--- config.mk ---
export PLATFORM = sky130hd
export DESIGN_NAME = alu32_nibble_seq
export DESIGN_NICKNAME = d
export VERILOG_FILES = /design/src/rtl/alu32_nibble_seq.sv
export SDC_FILE = /design/constraint.sdc
export NUM_CORES = 1
export LEC_CHECK = 0
export CORE_MARGIN = 1.5
export CORE_UTILIZATION = 30
export CTS_CLUSTER_DIAMETER = 100
export DETAILED_ROUTE_END_ITERATION = 10
export PLACE_DENSITY = 0.53
export SYNTH_ARGS = -nofsm -noshare
export SYNTH_HDL_FRONTEND = slang
export SYNTH_SLANG_ARGS = --single-unit
--- constraint.sdc ---
create_clock -name i_clk -period 3.7 [get_ports i_clk]
set_input_delay 0.925 -clock i_clk [delete_from_list [all_inputs] [get_ports i_clk]]
set_output_delay 0.925 -clock i_clk [all_outputs]
set_load 0.005 [all_outputs]
--- src/rtl/alu32_nibble_seq.sv ---
// alu32_nibble_seq
//   Multi-cycle 32-bit ALU front end. It captures one operand pair and an
//   opcode per transaction, then pushes one SLICE_W-bit nibble per cycle
//   through a small slice datapath. The carry is chained between nibbles.
//   The block assembles the full result and its flags for the consumer.
//
//   Ports
//     i_clk     rising-edge clock
//     i_rst     synchronous, active-high reset
//     i_start   request, accepted only while o_busy = 0
//     i_op      000 AND, 001 OR, 010 XOR, 011 ADD, 100 SUB (optional)
//     i_a, i_b  operands, sampled on accept
//     o_busy    high in RUN and DONE
//     o_done    one-cycle pulse when the result is valid
//     o_result  assembled result, held until the next accept
//     o_carry   carry-out of the MSB nibble (ADD/SUB), 0 for logic ops
//     o_zero    result == 0, valid with o_done and held
//     o_err     illegal opcode flag, valid with o_done and held
//
//   Optional feature macro: ALU_SUB_EN adds op 100 = a - b (a + ~b + 1).
//
//   state  | meaning
//   IDLE   | waiting for i_start
//   RUN    | one nibble processed per cycle, idx 0..NSLICE-1
//   DONE   | o_done pulse, result and flags valid
module alu32_nibble_seq #(
  parameter int DATA_W  = 32,
  parameter int SLICE_W = 4
) (
  input  logic              i_clk,
  input  logic              i_rst,
  input  logic              i_start,
  input  logic [2:0]        i_op,
  input  logic [DATA_W-1:0] i_a,
  input  logic [DATA_W-1:0] i_b,
  output logic              o_busy,
  output logic              o_done,
  output logic [DATA_W-1:0] o_result,
  output logic              o_carry,
  output logic              o_zero,
  output logic              o_err
);

  localparam int NSLICE = DATA_W / SLICE_W;
  localparam int IDXW   = (NSLICE > 1) ? $clog2(NSLICE) : 1;

  localparam logic [1:0] S_IDLE = 2'd0;
  localparam logic [1:0] S_RUN  = 2'd1;
  localparam logic [1:0] S_DONE = 2'd2;

  localparam logic [2:0] OP_AND = 3'b000;
  localparam logic [2:0] OP_OR  = 3'b001;
  localparam logic [2:0] OP_XOR = 3'b010;
  localparam logic [2:0] OP_ADD = 3'b011;
  localparam logic [2:0] OP_SUB = 3'b100;

  logic [1:0]        r_state;
  logic [DATA_W-1:0] r_a;
  logic [DATA_W-1:0] r_b;
  logic [2:0]        r_op;
  logic [IDXW-1:0]   r_idx;
  logic              r_carry_int;
  logic [DATA_W-1:0] r_result;
  logic              r_carry;
  logic              r_zero;
  logic              r_err;
  logic              r_done;

  logic [SLICE_W-1:0] w_a_nib;
  logic [SLICE_W-1:0] w_b_nib;
  logic [SLICE_W-1:0] w_b_eff;
  logic [SLICE_W:0]   w_sum;
  logic [SLICE_W-1:0] w_slice;
  logic               w_arith;
  logic               w_illegal;
  logic               w_last;
  logic               w_seed;
  logic [DATA_W-1:0]  w_result_next;

  assign w_a_nib = r_a[int'(r_idx)*SLICE_W +: SLICE_W];
  assign w_b_nib = r_b[int'(r_idx)*SLICE_W +: SLICE_W];

`ifdef ALU_SUB_EN
  // Subtraction reuses the adder: invert B per nibble, seed carry with 1.
  assign w_b_eff   = (r_op == OP_SUB) ? ~w_b_nib : w_b_nib;
  assign w_arith   = (r_op == OP_ADD) || (r_op == OP_SUB);
  assign w_illegal = (r_op > OP_SUB);
  assign w_seed    = (i_op == OP_SUB);
`else
  assign w_b_eff   = w_b_nib;
  assign w_arith   = (r_op == OP_ADD);
  assign w_illegal = (r_op > OP_ADD);
  assign w_seed    = 1'b0;
`endif

  assign w_sum  = {1'b0, w_a_nib} + {1'b0, w_b_eff} + {{SLICE_W{1'b0}}, r_carry_int};
  assign w_last = (r_idx == IDXW'(NSLICE - 1));

  always_comb begin
    w_slice = '0;
    case (r_op)
      OP_AND:  w_slice = w_a_nib & w_b_nib;
      OP_OR:   w_slice = w_a_nib | w_b_nib;
      OP_XOR:  w_slice = w_a_nib ^ w_b_nib;
      default: w_slice = w_arith ? w_sum[SLICE_W-1:0] : '0;
    endcase
  end

  // The full next result is needed on the last nibble for the zero flag.
  always_comb begin
    w_result_next = r_result;
    w_result_next[int'(r_idx)*SLICE_W +: SLICE_W] = w_slice;
  end

  always_ff @(posedge i_clk) begin
    if (i_rst) begin
      r_state     <= S_IDLE;
      r_a         <= '0;
      r_b         <= '0;
      r_op        <= '0;
      r_idx       <= '0;
      r_carry_int <= 1'b0;
      r_result    <= '0;
      r_carry     <= 1'b0;
      r_zero      <= 1'b0;
      r_err       <= 1'b0;
      r_done      <= 1'b0;
    end else begin
      case (r_state)
        S_IDLE: begin
          if (i_start) begin
            r_a         <= i_a;
            r_b         <= i_b;
            r_op        <= i_op;
            r_result    <= '0;
            r_idx       <= '0;
            r_carry_int <= w_seed;
            r_state     <= S_RUN;
          end
        end
        S_RUN: begin
          r_result <= w_result_next;
          if (w_arith) r_carry_int <= w_sum[SLICE_W];
          r_idx <= r_idx + 1'b1;
          if (w_last) begin
            r_idx   <= '0;
            r_carry <= w_arith ? w_sum[SLICE_W] : 1'b0;
            r_zero  <= (w_result_next == '0);
            r_err   <= w_illegal;
            r_done  <= 1'b1;
            r_state <= S_DONE;
          end
        end
        S_DONE: begin
          r_done  <= 1'b0;
          r_state <= S_IDLE;
        end
        default: r_state <= S_IDLE;
      endcase
    end
  end

  assign o_busy   = (r_state != S_IDLE);
  assign o_done   = r_done;
  assign o_result = r_result;
  assign o_carry  = r_carry;
  assign o_zero   = r_zero;
  assign o_err    = r_err;

endmodule
Word level (Yosys, flattened, before mapping) --
Index checks and enable logic that the tools add are counted.
Cells by class: reductions and logical operators 12, mux-type cells 17, order comparisons 1, bitwise logic cells 3, equal/unequal tests 9, shift operators 4, add/sub/neg operators 4
Operator list (number):
- $pmux 32 s2 | 1
- $shiftx 32x6->4 | 2
- $neg 5->33 | 1
- $shift 4x33->32 const A | 1
- $shiftx 4x33->32 | 1
- $bwmux 32 | 1
- $logic_not 32->1 | 1
- $mux 32 | 1
- $pmux 4 s3 | 1
- $reduce_and 2->1 | 5
- $eq 3x2->1 const B | 2
- $mux 3 | 2
- $ne 2x2->1 const B | 3
- $pmux 3 s2 | 1
- $reduce_bool 2->1 | 3
- $add 4x4->5 | 1
- $add 5x1->5 | 1
- $and 4x4->4 | 1
- $mux 1 | 4
- $mux 2 | 2
- $mux 4 | 1
- $or 4x4->4 | 1
- $pmux 1 s2 | 2
- $pmux 2 s2 | 1
- 10 further kinds | 10
Word-level totals: flip-flop bits (word level) 109, input bits 70, word-level logic and storage cells 61

Logic depth before layout (Yosys ltp) --
Gate-level depths: netlist (run 1).
word-level depth 8, gate-level depth with buffers 18, mapped depth without buffers 14

Worst setup path before layout (run 1) --
OpenSTA, ideal clock, no wires.
path type register -> register, from reg r_idx[0], to reg r_zero (netlist: o_zero), arrival time 3.804 ns, buffers on the path 4, cell stages (with the launch flop) 18, clock period less this slack 3.922 ns, setup slack -0.222 ns, setup time 0.118 ns, cells stage by stage dfxtp_1 buf_6 buf_2 buf_2 mux4_2 nand2_1 and2_1 inv_1 fa_1 inv_1 fa_1 mux2_2 o22ai_1 clkbuf_1 a21oi_1 o211ai_1 or4b_1 o21ai_1
On the way: longest elaborated chain between the ends 8
RTL lines:
- start, declared | RTL line 61 | logic [IDXW-1:0] r_idx;
- start signal, assigned | RTL line 144 | r_idx <= r_idx + 1'b1;
- $shiftx 32x6->4 (on tied branches) | RTL line 80, 81
- $add 4x4->5 | RTL line 96 | assign w_sum = {1'b0, w_a_nib} + {1'b0, w_b_eff} + {{SLICE_W{1'b0}}, r_carry_int};
- $add 5x1->5 | RTL line 96
- $mux 4 | RTL line 105 | default: w_slice = w_arith ? w_sum[SLICE_W-1:0] : '0;
- $pmux 4 s3 | RTL line 101 | case (r_op)
- $shiftx 4x33->32 | RTL line 112 | w_result_next[int'(r_idx)*SLICE_W +: SLICE_W] = w_slice;
- $bwmux 32 | RTL line 112
- $logic_not 32->1 | RTL line 148 | r_zero <= (w_result_next == '0);
- end signal, assigned | RTL line 148
- end, declared | RTL line 65 | logic r_zero;
Several ways; a longest one is shown, not always the timed one. A chain may end at the register's enable or synchronous reset.

Final worst setup path (run 1) --
Same ends and word-level chain as after synthesis.

==> results of run 1 <==
[placed cells by master (no fill, tap or decap), types with 4 or more instances in the layout]
| cell type | n |
|---|---|
| a21oi_1 | 85 |
| inv_1 | 16 |
| ha_1 | 15 |
| clkbuf_16 | 9 |
| nor3_1 | 10 |
| buf_4 | 14 |
| o21ai_0 | 10 |
| clkdlybuf4s50_1 | 105 |
| a32oi_1 | 5 |
| nor4_1 | 4 |
| dfxtp_1 | 108 |
| and2_1 | 8 |
| nand2b_1 | 4 |
| mux4_2 | 16 |
| o22ai_1 | 4 |
| nand3_1 | 9 |
| nor3b_1 | 4 |
| nand3b_1 | 4 |
| mux2i_1 | 7 |
| a22oi_1 | 26 |
| nand2_1 | 158 |
| nor2_1 | 49 |
[stage by stage]
step / instances / utilization / worst slack [ps] / hold slack, ps
after floorplan: 634 / - / 28.6 / 433
after global placement: 930 / 0.388 / 217 / 440
after detailed placement: 930 / 0.388 / 133 / 447
after CTS: 945 / 0.405 / 101 / 456
after global routing: 948 / 0.407 / 33.7 / 475
final: 948 / 0.407 / 252 / 455
[cells by family after synthesis]
| logic type | count (synthesis) | share of synthesized area |
|---|---|---|
| AOI/OAI and AO/OA | 149 | 0.171 |
| adders and majority gates | 17 | 0.0438 |
| buffers and inverters | 60 | 0.0459 |
| DFF | 109 | 0.419 |
| muxes | 24 | 0.0849 |
| and+or+nand+nor | 275 | 0.235 |
[per-layer routing]
layer  vias to the layer above  global-route usage
li1                       2372                   -
met2                       124               0.282
met5                         -                   0
met3                        14              0.0357
met4                         0              0.0424
met1                      2260               0.224
[flip-flops by register name, summed over array words and instances (netlist names)]
signal	cells
o_err	1
o_done	1
r_carry_int	1
r_b	32
r_idx	3
r_a	32
r_state	2
o_zero	1
o_carry	1
o_result	32
r_op	3
[worst register-to-register path: stages, from the launching register on]
cell,delay [ps]
dfxtp_4,420
mux4_2,500
nand2_1,70
and2_1,160
inv_1,80
fa_1,420
inv_1,90
fa_1,200
inv_1,60
o21ai_0,190
a21oi_1,180
o2111ai_1,270
a21oi_1,100
or4b_1,510
o21ai_1,120
[report_power, final]
group | switching (uW) | internal [uW]
Clock | 433 | 521
Sequential | 33.5 | 1220
Combinational | 216 | 188
[cell type report]
cell class,count,area [um2]
multi-input cells,465,2790
fillers,1715,9940
inverters,17,63.8
clock buffers,9,225
clock inverters,6,65.1
flip-flops and latches,109,2190
well taps,220,275
repair buffers,122,1220
[what timing repair did]
action	in CTS	in global routing
endpoints found under the setup margin	0	1
resized for setup	0	1
setup buffers	0	3
[worst paths after layout]
kind	from	end	slack [ps]	cells after the start
worst max-delay path	r_idx[0]$_SDFFE_PP0P_	o_zero$_SDFFE_PP0P_	250	14
worst min-delay path	r_a[0]$_SDFFE_PP0P_	r_a[0]$_SDFFE_PP0P_	460	2
worst max register to register	r_idx[0]$_SDFFE_PP0P_	o_zero$_SDFFE_PP0P_	250	14
worst min register to register	r_a[0]$_SDFFE_PP0P_	r_a[0]$_SDFFE_PP0P_	460	2
==> reports/qor.txt, run 1 <==
Synth top area share - 0.419
Distinct cells, synth - 50
Clock period minus worst slack - 3450 ps
Drt wl/cell - 15.5 um
Setup TNS - 0 ps
Outcome - finished, final reports clean
Part of the Yosys area used for sequential elements - 0.419
Pwr per Cell Area - 383 mW/mm2
Clock-pin slew on the worst setup and hold paths - 70 ps
Leakage - 0.00252 uW
Placed standard-cell area - 0.00650 mm2
Relative slew margins - 0.361
Post-DRT Antenna Nets - 0
Worst Setup Start Kind - register
Critical Path RT - 3980 ps
Top post-synthesis cells by count - nand2_1 (159), dfxtp_1 (109), a21oi_1 (85)
Clock Skew - 10.5 ps
Worst Path Arrival - 3730 ps
I/O pin cnt - 107
Clk root buf - clkbuf_16
CP top delay family - compound AO/OA/AOI/OAI gates
CP dominant cell by count - inv_1
Worst-Margin Slew - 957 ps
Syn Std Cell Area - 0.00520 mm2
GRT Total Usage - 0.169
Detailed Place HPWL - 11.0 mm
Area delta synth->final - 31.0%
Core area - 0.0168 mm2
Max cap viols - 0
Clk buf depth - 2
Total gr overflow - 0
Router iterations before antenna repair - 5
Register bit total from synthesis - 109
Kind of critical path - register to register
Worst path cell trace - mux4_2 > nand2_1 > and2_1 > inv_1 > fa_1 > inv_1 > fa_1 > inv_1 > o21ai_0 > a21oi_1 > o2111ai_1 > a21oi_1 > or4b_1 > o21ai_1
Syn_nets - 721
Number of synthesized flops with an enable pin - 0
Post-Route WL - 14.7 mm
CTS sink count - 109
# setup viols final - 0
Via/cell ratio - 5.03
Power Total - 2610 uW
Cells after Synth - 634
DR WL met3 - 728 um
Syn Area/Cell - 8.21 um2
Final Hold Violating Endpoints - 0
M1 WL - 6.88 mm
# nets final - 811
HP Class - register to register
Clock latency on the worst-skew pair - 360 ps
Vias - 4770
Drt drc - 0
GP Congestion - 0.869
Ant diodes - 0
Worst path max stage delay - 510 ps
Vias in the first global route - 4742
Most common cell in the netlist - nand2_1
Post-synth top flop - dfxtp_1
First-pass GRT wire length - 24.2 mm
Layout cells sized above 1 - 0.0810
CTS tree - done
Critical path's slowest cell - or4b_1
Starting density of the core - 0.310
Initial DRC Count - 305
Largest net degree at the start of global routing - 76
Port bufs - 106
Initial antenna violation count - 0
Crit path buf inv count - 3
VDD IR max - 0.000239 V
Die ar. - 0.0181 mm2
Top Layer Used - met4
Maximum clock frequency - 290 MHz
Hold buffer count at cts - 0
Cell area after layout - 0.00682 mm2
Max-slew violation count - 0
Async SR Flop Fraction - 0
Num rows - 47
TritonCTS Buffers - 9
Area leader, netlist - dfxtp_1
Critical-path maximum fanout - 8
H-tree Lvls - 3
Die extent in x - 135 um
RSZ-0062 raised after global routing - no
Area contributors post-synth - dfxtp_1 (42%), nand2_1 (11%), a21oi_1 (8.2%)
Setup crit end kind - register
Final Cycle Share - 0.932
Die H - 135 um
Yosys warns - 0
Met2 Wirelength - 6.95 mm
No activity file was read; power rests on OpenSTA's default activity.
==> run 2: changes to the inputs <==
- CORE_UTILIZATION: 30 -> 46
- PLACE_DENSITY: 0.53 -> 0.76
==> run 2 against run 1 <==
Critical path depth is 1 higher. Flip-flop and latch count unchanged. Via count up 1.9%. Critical path type unchanged. Sequential power about the same.
==> reports/qor.txt, run 2 (synthesized netlist as in run 1, its figures left out) <==
GP Congestion - 0.915 (was 0.869)
Vias in the first global route - 4601 (was 4742)
Most common cell after layout, fill and taps aside - nand2_1 (unchanged)
Pwr per Cell Area - 393 mW/mm2 (was 383 mW/mm2)
Hold Crit Start - r_a[29]$_SDFFE_PP0P_ (was r_a[0]$_SDFFE_PP0P_)
Ant diodes - 0 (unchanged)
Largest net degree at the start of global routing - 76 (unchanged)
# nets final - 811 (unchanged)
Hold WS - 454 ps (was 455 ps)
Clock period minus worst slack - 3520 ps (was 3450 ps)
Layout cells sized above 1 - 0.0837 (was 0.0810)
Post-DRT Antenna Nets - 0 (unchanged)
Num rows - 38 (was 47)
Initial DRC Count - 389 (was 305)
CTS sink count - 109 (unchanged)
Reg2Reg Depth - 15 (was 14)
Drt wl/cell - 16.1 um (was 15.5 um)
Worst Setup Start Kind - register (unchanged)
Maximum clock frequency - 284 MHz (was 290 MHz)
HP Class - register to register (unchanged)
Kind of critical path - register to register (unchanged)
Die H - 109 um (was 135 um)
I/O pin cnt - 107 (unchanged)
Outcome - finished, final reports clean (unchanged)
Area delta synth->final - 28.7% (was 31.0%)
Setup TNS - 0 ps (unchanged)
Clock-pin slew on the worst setup and hold paths - 70 ps (about the same)
Critical path's slowest cell - mux4_2 (was or4b_1)
Clk root buf - clkbuf_16 (unchanged)
First-pass GRT wire length - 22.7 mm (was 24.2 mm)
RSZ-0062 raised after global routing - no (unchanged)
CP dominant cell by count - inv_1 (unchanged)
GRT Total Usage - 0.243 (was 0.169)
Final core utilization - 0.613 (was 0.407)
Worst path max stage delay - 530 ps (was 510 ps)
Clock Skew - 8.26 ps (was 10.5 ps)
Drt drc - 0 (unchanged)
Vias - 4863 (was 4770)
Fillers - 991 (was 1715)
Die extent in x - 109 um (was 135 um)
Total gr overflow - 0 (unchanged)
Critical Path RT - 3980 ps (about the same)
Final Hold Violating Endpoints - 0 (unchanged)
Pre-CTS worst setup slack - 85.6 ps (was 133 ps)
Die ar. - 0.0120 mm2 (was 0.0181 mm2)
Worst Path Arrival - 3790 ps (was 3730 ps)
Final Cycle Share - 0.951 (was 0.932)
Worst r2r src - r_idx[0]$_SDFFE_PP0P_ (unchanged)
Router iterations before antenna repair - 5 (unchanged)
Worst-Margin Slew - 794 ps (was 957 ps)
Detailed Place HPWL - 10.4 mm (was 11.0 mm)
Critical-path maximum fanout - 7 (was 8)
CTS tree - done (unchanged)
Via/cell ratio - 5.60 (was 5.03)
Initial antenna violation count - 0 (unchanged)
Core area - 0.0109 mm2 (was 0.0168 mm2)
# setup viols final - 0 (unchanged)
Clk buf depth - 2 (unchanged)
H-tree Lvls - 3 (unchanged)
PnR worst setup slack - 181 ps (was 252 ps)
Clock latency on the worst-skew pair - 350 ps (was 360 ps)
Relative slew margins - 0.471 (was 0.361)
Most frequent cells in the layout - nand2_1 (158), dfxtp_1 (108), clkdlybuf4s50_1 (105) (unchanged)
Worst path cell trace - mux4_2 > nand2_1 > and2_1 > inv_1 > fa_1 > inv_1 > fa_1 > inv_1 > o21ai_0 > a21oi_1 > buf_4 > o21ai_0 > o211ai_1 > or4b_1 > o21ai_1 (was mux4_2 > nand2_1 > and2_1 > inv_1 > fa_1 > inv_1 > fa_1 > inv_1 > o21ai_0 > a21oi_1 > o2111ai_1 > a21oi_1 > or4b_1 > o21ai_1)
VDD IR max - 0.000317 V (was 0.000239 V)
Crit path launch - r_idx[0]$_SDFFE_PP0P_ (unchanged)
Post-Route WL - 14.0 mm (was 14.7 mm)
Setup crit end kind - register (unchanged)
Port bufs - 106 (unchanged)
Max cap viols - 0 (unchanged)
Max-slew violation count - 0 (unchanged)
Starting density of the core - 0.476 (was 0.310)
Worst hold stages - 2 (unchanged)
Leakage - 0.00251 uW (was 0.00252 uW)
TritonCTS Buffers - 9 (unchanged)
[run 2: layout make-up]
cell class | instances | area (um2) | share of cell area
Multi-Input combinational cell | 465 | 2790 | 0.417
Sequential cell | 109 | 2180 | 0.326
Timing Repair Buffer | 122 | 1180 | 0.176
Clock buffer | 9 | 225 | 0.0336
Tap cell | 140 | 175 | 0.0261
Clock inverter | 7 | 80.1 | 0.0120
Inverter | 17 | 63.8 | 0.00953
[run 2: worst paths after layout]
kind	endpoint	slack, ps
hold reg to reg	r_a[29]$_SDFFE_PP0P_	450
setup reg to reg	o_zero$_SDFFE_PP0P_	180
setup / recovery	o_zero$_SDFFE_PP0P_	180
hold / removal	r_a[29]$_SDFFE_PP0P_	450
[run 2: repair_timing]
| action | in CTS | in global routing |
|---|---|---|
| resized for setup | 0 | 2 |
| hold buffers | 0 | 0 |
| buffers inserted | 0 | 0 |
| endpoints found under the setup margin | 0 | 8 |
[run 2: layer usage]
metal | GRT usage | vias to the layer above | part of all wire
met1 | 0.345 | 2306 | 0.46
li1 | - | 2383 | -
met4 | 0.0751 | 0 | 0.014
met5 | 0 | - | 0
met2 | 0.386 | 157 | 0.47
met3 | 0.0285 | 17 | 0.054
[run 2: where the power goes]
| part | internal (uW) | switching (uW) |
|---|---|---|
| clock network | 535 | 450 |
| registers | 1220 | 34.3 |
| logic | 182 | 211 |
| total | 1940 | 696 |
[run 2: critical path: cells and delay by family (launching register included)]
family | cells | cell delay (ps)
simple gates | 3 | 780
buf+inv | 4 | 460
compound gates | 5 | 630
fa+ha+maj | 2 | 610
flops | 1 | 440
mux | 1 | 530
[run 2: per-stage QoR]
| stage | total power, uW | instance area, um2 | cells |
|---|---|---|---|
| 2_1_floorplan | 1520 | 5210 | 634 |
| 3_3_place_gp | 1660 | 6390 | 853 |
| 3_5_place_dp | 1670 | 6390 | 853 |
| 4_1_cts | 2650 | 6690 | 869 |
| 5_1_grt | 2740 | 6700 | 869 |
| 6_report | 2630 | 6700 | 869 |
